$ cat src/rtl/m_store_buf.sv
// m_store_buf: single-entry store buffer that sits between the M stage and the
// data bus. It turns SW/SH/SB requests into word-aligned bus writes with byte
// enables and replicated write data. It also raises a one-cycle address-error
// exception for stores that are misaligned, outside the mapped regions, or
// that target timer registers a store may not write.
//
// Ports
//   clk, reset                 clock, asynchronous active-low reset
//   req_valid, store_op        M-stage store request (00 SW, 01 SH, 10 SB, 11 no-op)
//   req_addr, req_wdata        byte address and register data of the store
//   req_pc                     PC of the store, reported on an exception
//   flush                      cancels the M-stage request this cycle
//   req_ready                  buffer can take a request this cycle
//   m_valid, m_addr, m_wdata,
//   m_byteen, m_ready          bus write request and handshake
//   exc_ades, exc_pc           store address exception and faulting PC
//
// state | meaning
// IDLE  | no buffered write, m_valid low
// BUSY  | buffered write presented on the bus until m_ready

module m_store_buf (
    input  logic        clk,
    input  logic        reset,
    input  logic        req_valid,
    input  logic [1:0]  store_op,
    input  logic [31:0] req_addr,
    input  logic [31:0] req_wdata,
    input  logic [31:0] req_pc,
    input  logic        flush,
    output logic        req_ready,
    output logic        m_valid,
    output logic [31:0] m_addr,
    output logic [31:0] m_wdata,
    output logic [3:0]  m_byteen,
    input  logic        m_ready,
    output logic        exc_ades,
    output logic [31:0] exc_pc
);

    typedef enum logic {S_IDLE, S_BUSY} state_t;

    state_t      r_state;
    state_t      w_next_state;
    logic [31:0] r_addr;
    logic [31:0] r_wdata;
    logic [3:0]  r_byteen;
    logic        r_exc_ades;
    logic [31:0] r_exc_pc;

    logic        w_req_ready;
    logic        w_accept;
    logic        w_op_sw;
    logic        w_op_sh;
    logic        w_op_nop;
    logic        w_in_ram;
    logic        w_in_tmr;
    logic        w_in_misc;
    logic        w_in_cnt;
    logic        w_misalign;
    logic        w_illegal;
    logic        w_do_write;
    logic        w_do_exc;
    logic [3:0]  w_byteen;
    logic [31:0] w_wdata;

    assign w_op_sw  = (store_op == 2'b00);
    assign w_op_sh  = (store_op == 2'b01);
    assign w_op_nop = (store_op == 2'b11);

    assign w_in_ram  = (req_addr <= 32'h0000_2FFF);
    assign w_in_tmr  = ((req_addr >= 32'h0000_7F00) && (req_addr <= 32'h0000_7F0B)) ||
                       ((req_addr >= 32'h0000_7F10) && (req_addr <= 32'h0000_7F1B));
    assign w_in_misc = (req_addr >= 32'h0000_7F20) && (req_addr <= 32'h0000_7F23);
    // Timer COUNT registers are read-only to stores.
    assign w_in_cnt  = ((req_addr >= 32'h0000_7F08) && (req_addr <= 32'h0000_7F0B)) ||
                       ((req_addr >= 32'h0000_7F18) && (req_addr <= 32'h0000_7F1B));

    assign w_misalign = (w_op_sw && (req_addr[1:0] != 2'b00)) || (w_op_sh && req_addr[0]);
    // Timers only accept full-word stores.
    assign w_illegal  = w_misalign || !(w_in_ram || w_in_tmr || w_in_misc) ||
                        (w_in_tmr && !w_op_sw) || w_in_cnt;

    // In BUSY a new store can only be taken when the held write drains this cycle.
    assign w_req_ready = (r_state == S_IDLE) || m_ready;
    assign req_ready   = w_req_ready;
    assign w_accept    = req_valid && w_req_ready && !flush;
    assign w_do_write  = w_accept && !w_op_nop && !w_illegal;
    assign w_do_exc    = w_accept && !w_op_nop && w_illegal;

    always_comb begin
        w_byteen = 4'b0000;
        w_wdata  = 32'h0;
        unique case (store_op)
            2'b00: begin
                w_byteen = 4'b1111;
                w_wdata  = req_wdata;
            end
            2'b01: begin
                w_byteen = req_addr[1] ? 4'b1100 : 4'b0011;
                w_wdata  = {2{req_wdata[15:0]}};
            end
            2'b10: begin
                w_byteen = 4'b0001 << req_addr[1:0];
                w_wdata  = {4{req_wdata[7:0]}};
            end
            default: begin
                w_byteen = 4'b0000;
                w_wdata  = 32'h0;
            end
        endcase
    end

    always_ff @(posedge clk or negedge reset) begin
        if (!reset) begin
            r_state <= S_IDLE;
        end else begin
            r_state <= w_next_state;
        end
    end

    always_comb begin
        w_next_state = r_state;
        m_valid      = 1'b0;
        unique case (r_state)
            S_IDLE: begin
                if (w_do_write) begin
                    w_next_state = S_BUSY;
                end
            end
            S_BUSY: begin
                m_valid = 1'b1;
                if (w_do_write) begin
                    w_next_state = S_BUSY;
                end else if (m_ready) begin
                    w_next_state = S_IDLE;
                end
            end
            default: begin
                w_next_state = S_IDLE;
            end
        endcase
    end

    always_ff @(posedge clk or negedge reset) begin
        if (!reset) begin
            r_addr     <= 32'h0;
            r_wdata    <= 32'h0;
            r_byteen   <= 4'b0000;
            r_exc_ades <= 1'b0;
            r_exc_pc   <= 32'h0;
        end else begin
            if (w_do_write) begin
                r_addr   <= {req_addr[31:2], 2'b00};
                r_wdata  <= w_wdata;
                r_byteen <= w_byteen;
            end
            r_exc_ades <= w_do_exc;
            if (w_do_exc) begin
                r_exc_pc <= req_pc;
            end
        end
    end

    assign m_addr   = r_addr;
    assign m_wdata  = r_wdata;
    assign m_byteen = r_byteen;
    assign exc_ades = r_exc_ades;
    assign exc_pc   = r_exc_pc;

endmodule

$ cat config.mk
export PLATFORM = sky130hd
export DESIGN_NAME = m_store_buf
export DESIGN_NICKNAME = d
export VERILOG_FILES = /design/src/rtl/m_store_buf.sv
export SDC_FILE = /design/constraint.sdc
export NUM_CORES = 1
export LEC_CHECK = 0
export CAP_MARGIN = 0
export CORE_ASPECT_RATIO = 0.5
export CORE_MARGIN = 2
export CORE_UTILIZATION = 50
export CTS_BUF_LIST = sky130_fd_sc_hd__clkbuf_16
export CTS_CLUSTER_DIAMETER = 150
export DETAILED_ROUTE_END_ITERATION = 12
export DONT_BUFFER_PORTS = 1
export GPL_TIMING_DRIVEN = 0
export PLACE_DENSITY = 0.75
export SLEW_MARGIN = 20
export SYNTH_ARGS = -nofsm -noshare
export SYNTH_HDL_FRONTEND = slang
export SYNTH_SLANG_ARGS = --single-unit
export TNS_END_PERCENT = 100
$ cat constraint.sdc
create_clock -name clk -period 2.25 [get_ports clk]
set_input_delay 0.3375 -clock clk [delete_from_list [all_inputs] [get_ports clk]]
set_output_delay 0.3375 -clock clk [all_outputs]
set_load 0.03 [all_outputs]
Yosys cells after proc, flatten, opt, wreduce, memory -nomap -nowiden
Cells that the tools add are included.
{"block": "word_totals", "input_bits": 103, "elab_cells": 57, "regBits": 100, "out_inout_bits": 103}
{"block": "classes", "n_bitwise": 1, "shift": 1, "n_eq_ne": 3, "muxes": 8, "n_lt_le_gt_ge": 9, "n_reduce_logical": 29}
{"cell": "greater-or-equal comparator 32 x 15 -> 1 bit (second input constant)", "n": 5}
{"cell": "less-or-equal comparator 32 x 15 -> 1 bit (second input constant)", "n": 3}
{"cell": "case mux 32 bit (3 select lines)", "n": 1}
{"cell": "less-or-equal comparator 32 x 14 -> 1 bit (second input constant)", "n": 1}
{"cell": "logical AND 1 bit", "n": 13}
{"cell": "case mux 4 bit (3 select lines)", "n": 1}
{"cell": "logical OR 1 bit", "n": 9}
{"cell": "logical NOT 1 bit", "n": 5}
{"cell": "== test 2 bit (second input constant)", "n": 2}
{"cell": "2-to-1 mux 1 bit", "n": 4}
{"cell": "2-to-1 mux 4 bit", "n": 1}
{"cell": "left shift 1 x 2 -> 4 bit (first input constant)", "n": 1}
{"cell": "== test 2 x 1 -> 1 bit (second input constant)", "n": 1}
{"cell": "logical NOT 2 bit", "n": 1}
{"cell": "case mux 1 bit (2 select lines)", "n": 1}
{"cell": "nonzero test 2 bit", "n": 1}
{"cell": "inverter 1 bit", "n": 1}

Longest topological paths before layout
Gate-level depths: netlist (run 1).
{"block": "depth", "word_depth": 13, "mapped_depth": 8}

Worst setup path after synthesis (run 1)
Ideal clock, no wire load.
{"block": "synth_path", "kind": "input to register", "startpoint": "input port req_addr[6]", "endpoint": "register r_exc_pc[0], in the netlist exc_pc[0]", "arrival_ns": 2.142, "path_slack_ns": -0.018, "n_path_buf": 1, "cell_stages": 7, "cell_sequence": "or4b_1 > o41ai_2 > a41oi_1 > and2_4 > a22oi_4 > buf_6 > mux2_4"}
{"block": "synth_between", "elab_chain_cells": 10}
{"element": "start, declared", "line_no": "27", "rtl": "input logic [31:0] req_addr,"}
{"element": "greater-or-equal comparator 32 x 15 -> 1 bit, or another cell as far along", "line_no": "72", "rtl": "assign w_in_tmr = ((req_addr >= 32'h0000_7F00) && (req_addr <= 32'h0000_7F0B)) ||"}
{"element": "logical AND 1 bit, on equally long branches", "line_no": "72, 73"}
{"element": "logical OR 1 bit", "line_no": "72"}
{"element": "logical OR 1 bit (2 in a row)", "line_no": "81", "rtl": "assign w_illegal = w_misalign || !(w_in_ram || w_in_tmr || w_in_misc) ||"}
{"element": "logical NOT 1 bit", "line_no": "81"}
{"element": "logical OR 1 bit (2 in a row)", "line_no": "81"}
{"element": "logical OR 1 bit *", "line_no": "82", "rtl": "(w_in_tmr && !w_op_sw) || w_in_cnt;"}
{"element": "logical AND 1 bit *", "line_no": "89", "rtl": "assign w_do_exc = w_accept && !w_op_nop && w_illegal;"}
{"element": "end signal, assigned", "line_no": "160", "rtl": "r_exc_pc <= req_pc;"}
{"element": "end, declared", "line_no": "49", "rtl": "logic [31:0] r_exc_pc;"}
Mark *: on every way between the ends. The rest lies on a longest branch, timed or not.
A chain may end at the register's enable or synchronous reset.

Worst setup path after layout (run 1)
{"block": "layout_path", "startpoint": "input port req_addr[6]", "endpoint": "register r_wdata[28], in the netlist m_wdata[28]"}
{"block": "layout_between", "elab_chain_cells": 11}
{"element": "greater-or-equal comparator 32 x 15 -> 1 bit, or another cell as far along", "line_no": "72"}
{"element": "logical AND 1 bit, on equally long branches", "line_no": "72, 73"}
{"element": "logical OR 1 bit", "line_no": "72"}
{"element": "logical OR 1 bit (2 in a row)", "line_no": "81"}
{"element": "logical NOT 1 bit", "line_no": "81"}
{"element": "logical OR 1 bit (2 in a row)", "line_no": "81"}
{"element": "logical OR 1 bit *", "line_no": "82"}
{"element": "logical NOT 1 bit *", "line_no": "88", "rtl": "assign w_do_write = w_accept && !w_op_nop && !w_illegal;"}
{"element": "logical AND 1 bit *", "line_no": "88"}
{"element": "end signal, assigned", "line_no": "155", "rtl": "r_wdata <= w_wdata;"}
{"element": "end, declared", "line_no": "46", "rtl": "logic [31:0] r_wdata;"}
Marked as above.

==> out/metrics.yaml, run 1 <==
outcome:
  run_status: "finished with violations"
  violations: "negative hold slack"
grt:
  antenna_found_initial: 0
  overflow: 0
  grt.total_usage_pct: 21.7
  grt_pass1_wl_um: 15800
  grt_start_max_net_pins: 101
  grt_pass1_vias: 3036
logic_synthesis:
  synth_area_sq_mm: 0.00442
  syn_inst: 334
  yosys_warnings: 0
  ys_ff_latch: 100
  synth-edff-count: 0
  syn_avg_cell_area_sq_um: 13.2
  ys_seq_area_share_pct: 56.6
  synthFlopType: "dfrtp_1"
  async_reset_ff_share_pct: 100
  yosysUniqueCellTypes: 40
sta:
  hold_violations: 100
  relSlewSlack_pct: 52.0
  period_minus_slack_ns: 2.11
  worst_slew_pin_slew_ns: 0.719
  max_freq_mhz: 475
  rsz0062_at_grt: "no"
  finalSetupViolCount: 0
  hold-worst-slack_ns: -0.306
  timing.final.crit_share_pct: 93.6
  fin_worst_skew_ns: 0.00216
  slew_viol_final: 0
  setup_tns_ns: 0
pwr:
  peakVddDrop_mv: 0.437
  p_leak_nw: 2.40
  power-per-cell-area_mw_per_mm2: 834
die:
  rows: 24
  die-area_sq_mm: 0.00966
  fp.dieH_um: 70.5
  die_w_um: 137
  io_pins: 206
  core_sq_mm: 0.00865
  initial_utilization_pct: 51.1
finish:
  seqCellArea_sq_mm: 0.00250
  layout_commonest_cell: "dfrtp_1"
  area_delta_synth_final_pct: 10.5
  finalNetCount: 449
  final_layout_size_suffix_gt1_share_pct: 20.9
  final_cells: 467
  antenna_cells: 0
  num-fill-cells: 715
  multi_input_area_sq_mm: 0.00175
  final_cell_mix: "99 x dfrtp_1, 40 x mux2_1, 29 x mux2_2"
clocking:
  clockBufferDepth: 2
  cts_tree: "built"
  cts_buffers: 9
  clock-sinks: 100
  root_buffer: "clkbuf_16"
  clk_pin_slew_ns: 0.06
  cts_max_level: 3
  clock_latency_ns: 0.33
routing:
  wl_per_cell_um: 21.6
  drt_pass1_iterations: 5
  drc_errors: 0
  routed_wl_um: 10100
  num_vias: 2684
  ant_nets: 0
  vias_per_cell: 5.75
  drt_iter0_drc: 132
place:
  place_inst: 452
  gp_congestion: 0.790
  io_buffer_count: 0
  place_hpwl_um: 7610
critical_path:
  worstSetupPathType: "in -> reg"
  path_max_fanout: 10
  cp-end-kind: "flip-flop"
  critPathRequiredTime_ns: 2.46
  start_kind: "input port"
  cp.arrival_ns: 2.32
run:
  cap_violations: 0
hold_path:
  min_path_type: "in -> async"
flip-flops by register name, summed over array words and instances (netlist names):
register,flops
m_wdata,32
m_addr,30
r_state,1
exc_pc,32
m_byteen,4
exc_ades,1
critical path, stage by stage:
cell and delay [ns]:
or4b_1 0.54, o41ai_2 0.22, a41oi_1 0.12, a211oi_2 0.36, buf_6 0.21, buf_6 0.19
mux2_1 0.35
synthesized netlist by cell type, drive strengths merged (5+ instances only):
master  count  area, sq um
clkbuf      7         27.5
nor2        6         25.0
nor3        5         25.0
mux2       79          927
dfrtp     100         2500
nand2      16         60.1
o21ai      26          130
buf        12          110
a21oi       5         25.0
mux2i      18          180
inv        12         45.0
nor4        5         31.3
nor2b      19          119
metrics by stage:
stage          hold slack [ns]  power [mW]  setup slack, ns  cell area [sq um]  util, %
2_1_floorplan           0.0419        2.45          0.00465               4430        -
3_3_place_gp            0.0441        2.50           -0.274               4570     52.9
3_5_place_dp            0.0438        2.52           -0.350               4570     52.9
4_1_cts                 -0.319        4.11           0.0441               4890     56.5
5_1_grt                 -0.325        4.23           0.0248               4890     56.5
6_report                -0.306        4.07            0.143               4890     56.5
final timing paths:
path | from | end | slack, ns | cells after the start
max in group asynchronous | reset | m_addr[2]$_DFFE_PN0P_ | 2.40 | 0
worst min register to register | m_byteen[0]$_DFFE_PN0P_ | m_byteen[0]$_DFFE_PN0P_ | 0.70 | 2
worst min-delay path | reset | exc_pc[17]$_DFFE_PN0P_ | -0.31 | 0
worst max-delay path | req_addr[6] | m_wdata[28]$_DFFE_PN0P_ | 0.14 | 7
worst max register to register | r_state$_DFF_PN0_ | exc_pc[3]$_DFFE_PN0P_ | 0.17 | 6
min in group clk | req_pc[7] | exc_pc[7]$_DFFE_PN0P_ | 0.13 | 1
report_power, final:
group / internal [mW] / switching (mW)
Clock: 0.960 / 0.632
Combinational: 0.159 / 0.114
Sequential: 1.90 / 0.306
Total: 3.02 / 1.05
layer usage:
metal | vias up | GRT usage, % | routed length [um]
met1 | 1347 | 23.1 | 3620
met3 | 21 | 8.71 | 875
met4 | 0 | 8.71 | 213
met2 | 122 | 38.4 | 5390
met5 | - | 0 | 0
li1 | 1194 | - | -
cells by family (layout without fill, tap and decap cells):
family,count (synthesis),after routing,share of synthesized area [%]
compound gates,41,41,6.08
buf+inv,31,46,4.13
flops,100,100,56.6
mux,97,97,25.0
other cells,1,2,0.0848
simple gates,64,64,8.06
area by class of cell:
class                   instances  area share (%)
inverters                      12           0.922
clock buffers                   9            4.61
flip-flops and latches        100            51.2
plain buffers                  19            2.82
multi-input cells             204            35.8
well taps                     117            3.00
clock inverters                 6            1.66
what timing repair did:
item / in CTS / in global routing
endpoints found under the setup margin: 32 / 27
setup buffers: 0 / 0
endpoints found under the hold margin: 100 / 100
resized for setup: 2 / 1
(Power assumes the default switching activity.)
==> run 2: changes to the inputs <==
--- a/config.mk
+++ b/config.mk
@@ -5,6 +5,7 @@
 export SDC_FILE = /design/constraint.sdc
 export NUM_CORES = 1
 export LEC_CHECK = 0
+export ABC_CLOCK_PERIOD_IN_PS = 2250
 export CAP_MARGIN = 0
 export CORE_ASPECT_RATIO = 0.5
 export CORE_MARGIN = 2
@@ -15,6 +16,7 @@
 export DONT_BUFFER_PORTS = 1
 export GPL_TIMING_DRIVEN = 0
 export PLACE_DENSITY = 0.75
+export SKIP_LAST_GASP = 1
 export SLEW_MARGIN = 20
 export SYNTH_ARGS = -nofsm -noshare
 export SYNTH_HDL_FRONTEND = slang
==> results of run 2 <==
Same layout as run 1: the final DEF is identical, and so are final timing and power.
==> run 3: changes to the inputs <==
--- a/config.mk
+++ b/config.mk
@@ -5,17 +5,17 @@
 export SDC_FILE = /design/constraint.sdc
 export NUM_CORES = 1
 export LEC_CHECK = 0
-export ABC_CLOCK_PERIOD_IN_PS = 2250
+export ABC_CLOCK_PERIOD_IN_PS = 1700
 export CAP_MARGIN = 0
 export CORE_ASPECT_RATIO = 0.5
-export CORE_MARGIN = 2
 export CORE_UTILIZATION = 50
 export CTS_BUF_LIST = sky130_fd_sc_hd__clkbuf_16
 export CTS_CLUSTER_DIAMETER = 150
 export DETAILED_ROUTE_END_ITERATION = 12
 export DONT_BUFFER_PORTS = 1
 export GPL_TIMING_DRIVEN = 0
-export PLACE_DENSITY = 0.75
+export MAX_ROUTING_LAYER = met4
+export PLACE_DENSITY = 0.78
 export SKIP_LAST_GASP = 1
 export SLEW_MARGIN = 20
 export SYNTH_ARGS = -nofsm -noshare
==> constraint.sdc (replaced) <==
create_clock -name clk -period 1.7 [get_ports clk]
set_input_delay 0.255 -clock clk [delete_from_list [all_inputs] [get_ports clk]]
set_output_delay 0.255 -clock clk [all_outputs]
set_load 0.03 [all_outputs]
==> out/metrics.yaml, run 3 (synthesized netlist as in run 1, its figures left out) <==
outcome:
  run_status: "finished with violations"
  violations: "negative hold slack, negative setup slack"
die:
  core_sq_mm: 0.00829  # -4.2%
  rows: 23  # -4.2%
  fp.dieH_um: 68.5  # -2.8%
  io_pins: 206  # unchanged
  initial_utilization_pct: 53.4  # +2.2 points
  die-area_sq_mm: 0.00925  # -4.3%
  die_w_um: 135  # -1.5%
finish:
  final_cells: 485  # +3.9%
  antenna_cells: 0  # unchanged
  layout_commonest_cell: "dfrtp_1"
  finalNetCount: 471  # +4.9%
  final_cell_mix: "99 x dfrtp_1, 73 x mux2_4, 26 x o21ai_0"
  final_layout_size_suffix_gt1_share_pct: 37.8  # +17 points
  area_delta_synth_final_pct: 27.1
place:
  place_hpwl_um: 7630  # +0.22%
  place_inst: 447  # -1.1%
  gp_congestion: 0.748  # -5.4%
  io_buffer_count: 0  # unchanged
  dp_slack_ns: -0.712  # -0.362 ns
sta:
  timing.final.crit_share_pct: 118
  finalSetupViolCount: 98  # +98
  setup_tns_ns: -23.79  # -23.79 ns
  max_freq_mhz: 498
  slew_viol_final: 0  # unchanged
  worst_slack_ns: -0.310  # -0.453 ns
  hold-worst-slack_ns: -0.387  # -0.0811 ns
  period_minus_slack_ns: 2.01
  relSlewSlack_pct: 48.8  # -3.2 points
  worst_slew_pin_slew_ns: 0.767  # +0.0480 ns
  fin_worst_skew_ns: 0.00644  # +0.00427 ns
  rsz0062_at_grt: "yes"
  hold_violations: 100  # unchanged
pwr:
  swShare_pct: 26.1  # +0.27 points
  peakVddDrop_mv: 0.624  # +43%
  pwr-share-comb_pct: 9.2  # +2.5 points
  power.internal_mw: 4.14  # +37%
  power.total_mw: 5.60  # +37%
  clockPowerShare_pct: 38.5  # -0.6 points
  p_seq_share_pct: 52.3  # -1.9 points
  switching_power_mw: 1.46  # +39%
  power-per-cell-area_mw_per_mm2: 996  # +19%
  p_leak_nw: 2.73  # +14%
clocking:
  cts_buffers: 9  # unchanged
  clock-sinks: 100  # unchanged
  clk_pin_slew_ns: 0.07  # about the same
  cts_tree: "built"
  cts_max_level: 3  # unchanged
  clock_latency_ns: 0.33  # about the same
  root_buffer: "clkbuf_16"
  clockBufferDepth: 2  # unchanged
routing:
  vias_per_cell: 5.91  # +2.8%
  drc_errors: 0  # unchanged
  ant_nets: 0  # unchanged
  met1Wirelength_um: 4490  # +24%
  wl_per_cell_um: 23.6  # +9.1%
  num_vias: 2866  # +6.8%
  drt_iter0_drc: 141  # +6.8%
  drt_pass1_iterations: 4  # -1
  routed_wl_um: 11400  # +13%
  top_layer: "met4"
  wl_met2_um: 5930  # +10%
  wl_met3_um: 837  # -4.3%
critical_path:
  critPathRequiredTime_ns: 1.92  # -0.54 ns
  path_max_fanout: 6  # -4
  cp-end-kind: "flip-flop"
  worstSetupPathType: "reg -> reg"
  start_kind: "flip-flop"
  cp.arrival_ns: 2.23  # -0.09 ns
grt:
  grt.total_usage_pct: 24.1  # +2.4 points
  overflow: 0  # unchanged
  grt_pass1_wl_um: 15800  # -0.27%
  antenna_found_initial: 0  # unchanged
  grt_pass1_vias: 3036  # unchanged
  grt_start_max_net_pins: 101  # unchanged
hold_path:
  min_path_type: "in -> async"
run:
  cap_violations: 0  # unchanged
run 3: path summary, 6_finish.rpt:
| kind | from | endpoint | slack [ns] | cells past startpoint |
|---|---|---|---|---|
| worst max register to register | r_state$_DFF_PN0_ | m_wdata[22]$_DFFE_PN0P_ | -0.31 | 6 |
| min in group clk | req_pc[2] | exc_pc[2]$_DFFE_PN0P_ | 0.07 | 1 |
| worst min-delay path | reset | exc_pc[22]$_DFFE_PN0P_ | -0.39 | 0 |
| worst max-delay path | r_state$_DFF_PN0_ | m_wdata[22]$_DFFE_PN0P_ | -0.31 | 6 |
| worst min register to register | m_byteen[1]$_DFFE_PN0P_ | m_byteen[1]$_DFFE_PN0P_ | 0.70 | 2 |
| max in group asynchronous | reset | r_state$_DFF_PN0_ | 1.96 | 0 |
run 3: power by group through the flow:
stage	combinational, mW	clock [mW]	sequential (mW)
6_report	0.516	2.15	2.93
5_1_grt	0.555	2.27	2.94
4_1_cts	0.430	2.19	2.92
3_5_place_dp	0.367	0	2.96
3_3_place_gp	0.344	0	2.96
2_1_floorplan	0.311	0	2.93
run 3: metal layers:
metal | global-route usage, % | vias to the layer above
met1 | 25.1 | 1471
met3 | 7.02 | 19
li1 | - | 1243
met2 | 44.0 | 133
met5 | - | -
met4 | 10.5 | 0
run 3: layout make-up:
cell class                      count  area, sq um
Inverter                           12         45.0
Tap cell                          112          140
Multi-Input combinational cell    204         2070
Fill cell                         567         2670
Timing Repair Buffer               22          342
Buffer                             19          205
Clock inverter                      7         88.8
Sequential cell                   100         2500
Clock buffer                        9          225
run 3: worst max-delay path: stages (launching register included):
cell and delay, ns:
dfrtp_2 0.50, nand2b_4 0.18, nand4b_1 0.21, a211oi_4 0.31, buf_6 0.23, clkbuf_16 0.17, mux2_4 0.30
run 3: stage by stage:
step	instance area (sq um)	util, %	hold WS, ns
6_report	5620	67.8	-0.387
5_1_grt	5620	67.8	-0.403
4_1_cts	5210	62.8	-0.404
3_5_place_dp	4590	55.3	-0.0392
3_3_place_gp	4590	55.3	-0.0387
2_1_floorplan	4450	-	-0.0406
run 3: timing repair:
item,4_1_cts,5_1_grt
resized for setup,39,77
hold endpoints to repair,100,100
endpoints found under the setup margin,99,99
pin swaps,3,4
gates cloned,3,5
buffers inserted,10,5
